--- src/rtl/affine_io_sequencer.sv ---
// Switch/LED front end for the affine datapath: debounced handshake, operand capture, run control.
// Latency: press/release strobe 2+DEBOUNCE_CYCLES cycles after SW[8] moves; start 1 cycle after y release strobe.
// Backpressure: none; button strobes outside the waiting states (e.g. in RUN) are dropped, not queued.
module affine_io_sequencer #(
  parameter int DEBOUNCE_CYCLES = 2,
  parameter int TIMEOUT_CYCLES  = 255,
  parameter int CNT_W           = 8
) (
  input  logic       Clock,
  input  logic       Reset,
  input  logic [9:0] SW,
  output logic [7:0] LED,
  output logic       start,
  output logic [7:0] x1,
  output logic [7:0] y1,
  input  logic       done,
  input  logic [7:0] x2,
  input  logic [7:0] y2,
  output logic       busy,
  output logic       err
);

  localparam int DB_W = $clog2(DEBOUNCE_CYCLES + 1);

  typedef enum logic [2:0] {
    IDLE   = 3'd0,
    WX_P   = 3'd1,
    WX_R   = 3'd2,
    WY_P   = 3'd3,
    WY_R   = 3'd4,
    RUN    = 3'd5,
    SHOW_X = 3'd6,
    SHOW_Y = 3'd7
  } state_t;

  // synchroniser: bit 1 = enable (SW[9]), bit 0 = button (SW[8])
  logic [1:0]       sync1_q, sync1_d;
  logic [1:0]       sync2_q, sync2_d;
  logic             db_q, db_d;
  logic [DB_W-1:0]  db_cnt_q, db_cnt_d;
  logic             press_q, press_d;
  logic             release_q, release_d;

  state_t           state_q, state_d;
  logic [7:0]       x1_q, x1_d;
  logic [7:0]       y1_q, y1_d;
  logic [7:0]       rx2_q, rx2_d;
  logic [7:0]       ry2_q, ry2_d;
  logic [7:0]       led_q, led_d;
  logic             start_q, start_d;
  logic             busy_q, busy_d;
  logic             err_q, err_d;
  logic [CNT_W-1:0] tmo_q, tmo_d;
  logic [CNT_W-1:0] tmo_inc;
  logic             en;

  assign en = sync2_q[1];

  // Synchronise SW[9:8] and debounce the button into one-cycle press/release strobes
  always_comb begin
    sync1_d   = SW[9:8];
    sync2_d   = sync1_q;
    db_d      = db_q;
    db_cnt_d  = '0;
    press_d   = 1'b0;
    release_d = 1'b0;
    if (sync2_q[0] != db_q) begin
      // the level flips on the Nth consecutive disagreeing cycle; strobes fire on that same edge
      if (db_cnt_q == DB_W'(DEBOUNCE_CYCLES - 1)) begin
        db_d      = ~db_q;
        press_d   = ~db_q;
        release_d = db_q;
      end else begin
        db_cnt_d = db_cnt_q + DB_W'(1);
      end
    end
  end

  // Saturating timeout increment; only meaningful while in RUN
  always_comb begin
    tmo_inc = (tmo_q == {CNT_W{1'b1}}) ? tmo_q : tmo_q + CNT_W'(1);
  end

  // Sequencer next-state: enable drop beats everything, done beats timeout
  always_comb begin
    state_d = state_q;
    x1_d    = x1_q;
    y1_d    = y1_q;
    rx2_d   = rx2_q;
    ry2_d   = ry2_q;
    err_d   = err_q;
    start_d = 1'b0;
    tmo_d   = '0;
    if (!en) begin
      state_d = IDLE;
    end else begin
      case (state_q)
        IDLE:   state_d = WX_P;
        WX_P:   if (press_q) begin
                  x1_d    = SW[7:0];
                  state_d = WX_R;
                end
        WX_R:   if (release_q) state_d = WY_P;
        WY_P:   if (press_q) begin
                  y1_d    = SW[7:0];
                  state_d = WY_R;
                end
        WY_R:   if (release_q) begin
                  start_d = 1'b1;
                  err_d   = 1'b0;
                  state_d = RUN;
                end
        RUN:    begin
                  if (done) begin
                    rx2_d   = x2;
                    ry2_d   = y2;
                    state_d = SHOW_X;
                  end else if (tmo_inc == CNT_W'(TIMEOUT_CYCLES)) begin
                    err_d   = 1'b1;
                    state_d = WX_P;
                  end else begin
                    tmo_d = tmo_inc;
                  end
                end
        SHOW_X: if (press_q) state_d = SHOW_Y;
        SHOW_Y: if (release_q) state_d = WX_P;
        default: state_d = IDLE;
      endcase
    end
    busy_d = (state_d == RUN);
    case (state_d)
      SHOW_X:  led_d = rx2_d;
      SHOW_Y:  led_d = ry2_d;
      default: led_d = 8'd0;
    endcase
  end

  // State and output registers with synchronous reset
  always_ff @(posedge Clock) begin
    if (Reset) begin
      sync1_q   <= '0;
      sync2_q   <= '0;
      db_q      <= 1'b0;
      db_cnt_q  <= '0;
      press_q   <= 1'b0;
      release_q <= 1'b0;
      state_q   <= IDLE;
      x1_q      <= '0;
      y1_q      <= '0;
      rx2_q     <= '0;
      ry2_q     <= '0;
      led_q     <= '0;
      start_q   <= 1'b0;
      busy_q    <= 1'b0;
      err_q     <= 1'b0;
      tmo_q     <= '0;
    end else begin
      sync1_q   <= sync1_d;
      sync2_q   <= sync2_d;
      db_q      <= db_d;
      db_cnt_q  <= db_cnt_d;
      press_q   <= press_d;
      release_q <= release_d;
      state_q   <= state_d;
      x1_q      <= x1_d;
      y1_q      <= y1_d;
      rx2_q     <= rx2_d;
      ry2_q     <= ry2_d;
      led_q     <= led_d;
      start_q   <= start_d;
      busy_q    <= busy_d;
      err_q     <= err_d;
      tmo_q     <= tmo_d;
    end
  end

  assign LED   = led_q;
  assign start = start_q;
  assign x1    = x1_q;
  assign y1    = y1_q;
  assign busy  = busy_q;
  assign err   = err_q;

endmodule

--- config.mk ---
export PLATFORM = sky130hd
export DESIGN_NAME = affine_io_sequencer
export DESIGN_NICKNAME = d
export VERILOG_FILES = /design/src/rtl/affine_io_sequencer.sv
export SDC_FILE = /design/constraint.sdc
export NUM_CORES = 1
export LEC_CHECK = 0
export CORE_AREA = 2 2 76 78
export CTS_CLUSTER_DIAMETER = 30
export DETAILED_ROUTE_END_ITERATION = 12
export DIE_AREA = 0 0 78 80
export PLACE_DENSITY = 0.78
export SETUP_SLACK_MARGIN = 0.05
export SYNTH_ARGS = -nofsm -noshare
export SYNTH_HDL_FRONTEND = slang
export SYNTH_SLANG_ARGS = --single-unit
--- constraint.sdc ---
create_clock -name Clock -period 2.3 [get_ports Clock]
set_clock_uncertainty 0.1 [all_clocks]
set_input_delay 0.23 -clock Clock [delete_from_list [all_inputs] [get_ports Clock]]
set_output_delay 0.23 -clock Clock [all_outputs]
set_load 0.1 [all_outputs]
* Word level (Yosys, flattened, before mapping)
Cells that the tools add are included.
** Word-level totals
- Input port bits :: 29
- Register bits :: 63
- Logic and storage cells :: 74
** Operators by class
- Add/sub/neg operators :: 2
- Bitwise gates (word level) :: 6
- Reductions and logical operators :: 10
- Equal/unequal tests :: 17
- Multiplexer cells :: 23
** Operator list (number)
- $mux 8 :: 7
- $mux 3 :: 9
- $pmux 3 s8 :: 1
- $eq 3x3->1 const B :: 7
- $eq 8x8->1 const B :: 2
- $pmux 8 s2 :: 1
- $reduce_or 3->1 :: 3
- $add 8x1->8 const B :: 1
- $eq 3x2->1 const B :: 2
- $ne 2x2->1 const B :: 3
- $not 1->1 :: 6
- $reduce_and 3->1 :: 2
- $reduce_and 5->1 :: 1
- $reduce_or 5->1 :: 1
- $mux 1 :: 4
- $eq 3x1->1 const B :: 1
- $logic_not 3->1 :: 1
- $add 2x1->2 const B :: 1
- $eq 2x1->1 const B :: 1
- $pmux 1 s2 :: 1
- $reduce_and 2->1 :: 1
- $reduce_bool 2->1 :: 1
- $ne 1x1->1 :: 1

* Longest topological paths before layout
- Depth after elaboration :: 9
- Depth in mapped cells :: 7
- Depth with buffers taken out :: 6

* Worst setup path before layout
Ideal clock, no wire load.
- Kind :: register -> register
- From :: register tmo_q[1]
- To :: register tmo_q[4]
- Stages on the path, launching flop included :: 8
- Data required time :: 2121 ps
- Buffers on the path :: 1
- Arrival time :: 1524 ps
- Slack :: 596 ps
- Clock period less this slack :: 1704 ps
- Library setup time :: 79 ps
- Path through :: dfxtp_1 ha_1 and2_1 buf_2 and3_1 o221ai_2 o21ai_4 a211oi_2
** On the way
- Longest elaborated chain between the ends :: 4
** Ends and longest elaborated chain
- from (decl) :: line 53 : logic [CNT_W-1:0] tmo_q, tmo_d;
- from (signal assigned) :: line 173 : tmo_q <= tmo_d;
- $add 8x1->8 / $eq 8x8->1 (equally long branches) :: line 81 : tmo_inc = (tmo_q == {CNT_W{1'b1}}) ? tmo_q : tmo_q + CNT_W'(1);
- $mux 8 (*) :: line 81
- $eq 8x8->1 :: line 118 : end else if (tmo_inc == CNT_W'(TIMEOUT_CYCLES)) begin
- $reduce_or 5->1 (no line)
Mark *: on every way between the ends. The rest lies on a longest branch, timed or not.
A chain may end at the register's enable or synchronous reset.

* Final worst setup path
- From :: register tmo_q[0]
- To :: register tmo_q[0]
The elaborated chain is that of the path after synthesis.

==> run summary <==
Gp weighted congestion - 0.806
First-pass GRT wire length - 8.40 mm
Met3 wire length - 299 um
Post-synth EDFFs - 0
HP Start - db_cnt_q[0]
Detailed-route via count - 2088
Share of cells above drive strength 1 - 15.8%
Wl on met1 - 2.37 mm
Post-synth top cells - 63 x dfxtp_1, 45 x nand2_1, 44 x mux2i_1, 37 x nor2_1, 10 x o21ai_0
Antenna diode instance count - 0
Final setup viols - 0
Cell depth of the worst flop-to-flop path - 6
Hold_buf cts - 0
WHS Path Cells - 1
Layout net count - 368
Setup ws final - 246 ps
Longest Clk Path Bufs - 2
Num CTS Buffers - 9
Die ar. - 0.00624 mm^2
Clock slew at reported path FFs - 60 ps
Clock Tree Root - clkbuf_8
Outcome - finished clean
Slew HR - 60.6%
Syn_nets - 314
Hold path endpoint - db_cnt_q[0]
CP Max Fanout - 9
Pwr Total - 0.00224 W
Number of synthesized register bits - 63
Gr ovfl total - 0
Post-synth top area share - 47.3%
Latest clock arrival within the worst-skew pair - 330 ps
Pwr Density - 661 mW/mm^2
Top-count cell post-synth - dfxtp_1
Ys async rst share - 0%
Post-CTS setup buffers - 0
CTS H-tree depth - 3
Highest routed layer - met4
Met2 wire len - 2.29 mm
Yosys top cell by area - dfxtp_1
Largest net degree at the start of global routing - 34
Reg2Reg Setup Slack - 250 ps
Area grow syn2layout - 27.5%
RSZ-0062 raised after global routing - no
Startpoint class of the critical path - flip-flop
Final hold violations - 0
CTS sink cnt - 63
Main synth FF type - dfxtp_1
WL per Instance - 12.2 um
Net Sw Frac - 20.3%
Switching power - 0.000455 W
CP max stage cell - dfxtp_1
Worst slew pin tran - 589 ps
Die width - 78 um
Comb pwr share - 4.0%
VDD IR max - 0.000440 V
Hpwl dp - 3.44 mm
Die H - 80 um
Pre-CTS setup slack - 282 ps
Initial core utilization - 49.3%
WP data required - 2420 ps
Core area - 0.00541 mm^2
CP Launch Point - tmo_q[0]
Mapped Area - 0.00266 mm^2
Period utilization - 89.3%
Resized cells post-CTS - 0
Seq pwr share - 49.0%
Crit path DAT - 2170 ps
Minimum clock period - 2050 ps
DRT iter0 DRCs - 126
Final-report max-slew violation count - 0
Avg Inst Size Synth - 9.41 um^2
Io pins - 56
Clock power share - 47.1%
CP Class - reg -> reg
R2r startpoint - tmo_q[0]
Global Route Usage Sum - 17.2%
Synth area leaders - dfxtp_1 47%, mux2i_1 17%, nand2_1 6.3%
Maxcap violations - 0
Vias in the first global route - 1869
CTS tree - built
Routed vias/inst - 5.04
DR pass1 iterations - 4
Initial antenna violation count - 0
Internal - 0.00179 W
IO buf count - 55
Cells after Synth - 283
WL final - 5.04 mm
Crit-path max cell delay - 490 ps
HP Class - reg -> reg
Yosys cell types - 40
Reg2reg end - tmo_q[0]
Routed Antenna Nets - 0
Sequential area share after synthesis - 47.3%
Achievable Freq - 487 MHz
YS warnings - 0
Total leakage power - 1.31 nW
FP Rows - 27
CP Capture Type - flip-flop
Total negative setup slack - 0 ps
Crit-path cells - ha_1, and2_1, and3_1, o221ai_2, o21ai_4, nor2_1
DRC Markers - 0
Fin util - 62.8%
-- registers in the layout, summed over array words and instances, names as in the netlist, 3 cells and up --
register  cells
x1            8
state_q       3
LED           8
ry2_q         8
y1            8
rx2_q         8
tmo_q         8
-- metal layers --
| layer | vias to the layer above | track usage [%] |
|---|---|---|
| met5 | - | 0 |
| met2 | 69 | 26.0 |
| met3 | 8 | 5.09 |
| met1 | 940 | 22.4 |
| met4 | 0 | 8.42 |
| li1 | 1071 | - |
-- cells by family after synthesis --
group	Yosys count	synth area share (%)
and+or+nand+nor	121	22.1
xor gates and xnor gates	2	0.658
buffers and inverters	21	4.23
adders and majority gates	2	0.939
DFF	63	47.3
AOI/OAI and AO/OA	30	8.17
muxes	44	16.5
-- critical path: cells and delay by family (launching register included) --
kind	cells	cell delay (ps)
AOI/OAI and AO/OA	2	430
adders and majority gates	1	320
DFF	1	490
and+or+nand+nor	3	600
-- area by class of cell --
| class | count | area [um^2] |
|---|---|---|
| clock buffers | 11 | 141 |
| clock inverters | 5 | 81.3 |
| fillers | 466 | 2010 |
| inverters | 5 | 18.8 |
| multi-input cells | 199 | 1290 |
| flip-flops and latches | 63 | 1260 |
| well taps | 72 | 90.1 |
| repair buffers | 59 | 513 |
-- metrics by stage --
stage               hold WS, ps  instance area (um^2)  instances
global placement            306                  3170        398
detailed placement          316                  3170        398
finish                      324                  3400        414
global route                353                  3400        414
floorplan                   258                  2660        283
CTS                         329                  3400        414
-- power groups by stage --
stage | clock network, W | logic [W] | registers, W
final | 0.00106 | 0.0000896 | 0.00110
after global placement | 0 | 0.0000899 | 0.00112
after CTS | 0.00108 | 0.0000904 | 0.00110
after detailed placement | 0 | 0.0000899 | 0.00112
after floorplan | 0 | 0.0000349 | 0.00112
after global routing | 0.00113 | 0.0000987 | 0.00110
-- cells in the final DEF, fill, tap and decap left out, types with 4 or more instances in the layout --
master           Yosys  final
nor2_1              37     37
nand4_1              4      4
dfxtp_1             63     63
o21ai_0             10     10
nand2_1             45     45
clkbuf_8             0     10
nand3_1              5      5
nand2b_1             6      6
nor2b_1              8      8
mux2i_1             44     44
buf_4                0     31
a21oi_1              5      5
clkdlybuf4s50_1      0     28
inv_1                5      5
-- how the worst max path moves through the flow --
stage | to | depth (start not counted)
after floorplan | tmo_q[4] | 7
after global placement | tmo_q[6] | 6
after detailed placement | tmo_q[0] | 6
after CTS | tmo_q[0] | 6
after global routing | tmo_q[6] | 6
final | tmo_q[0] | 6
(Power assumes the default switching activity.)
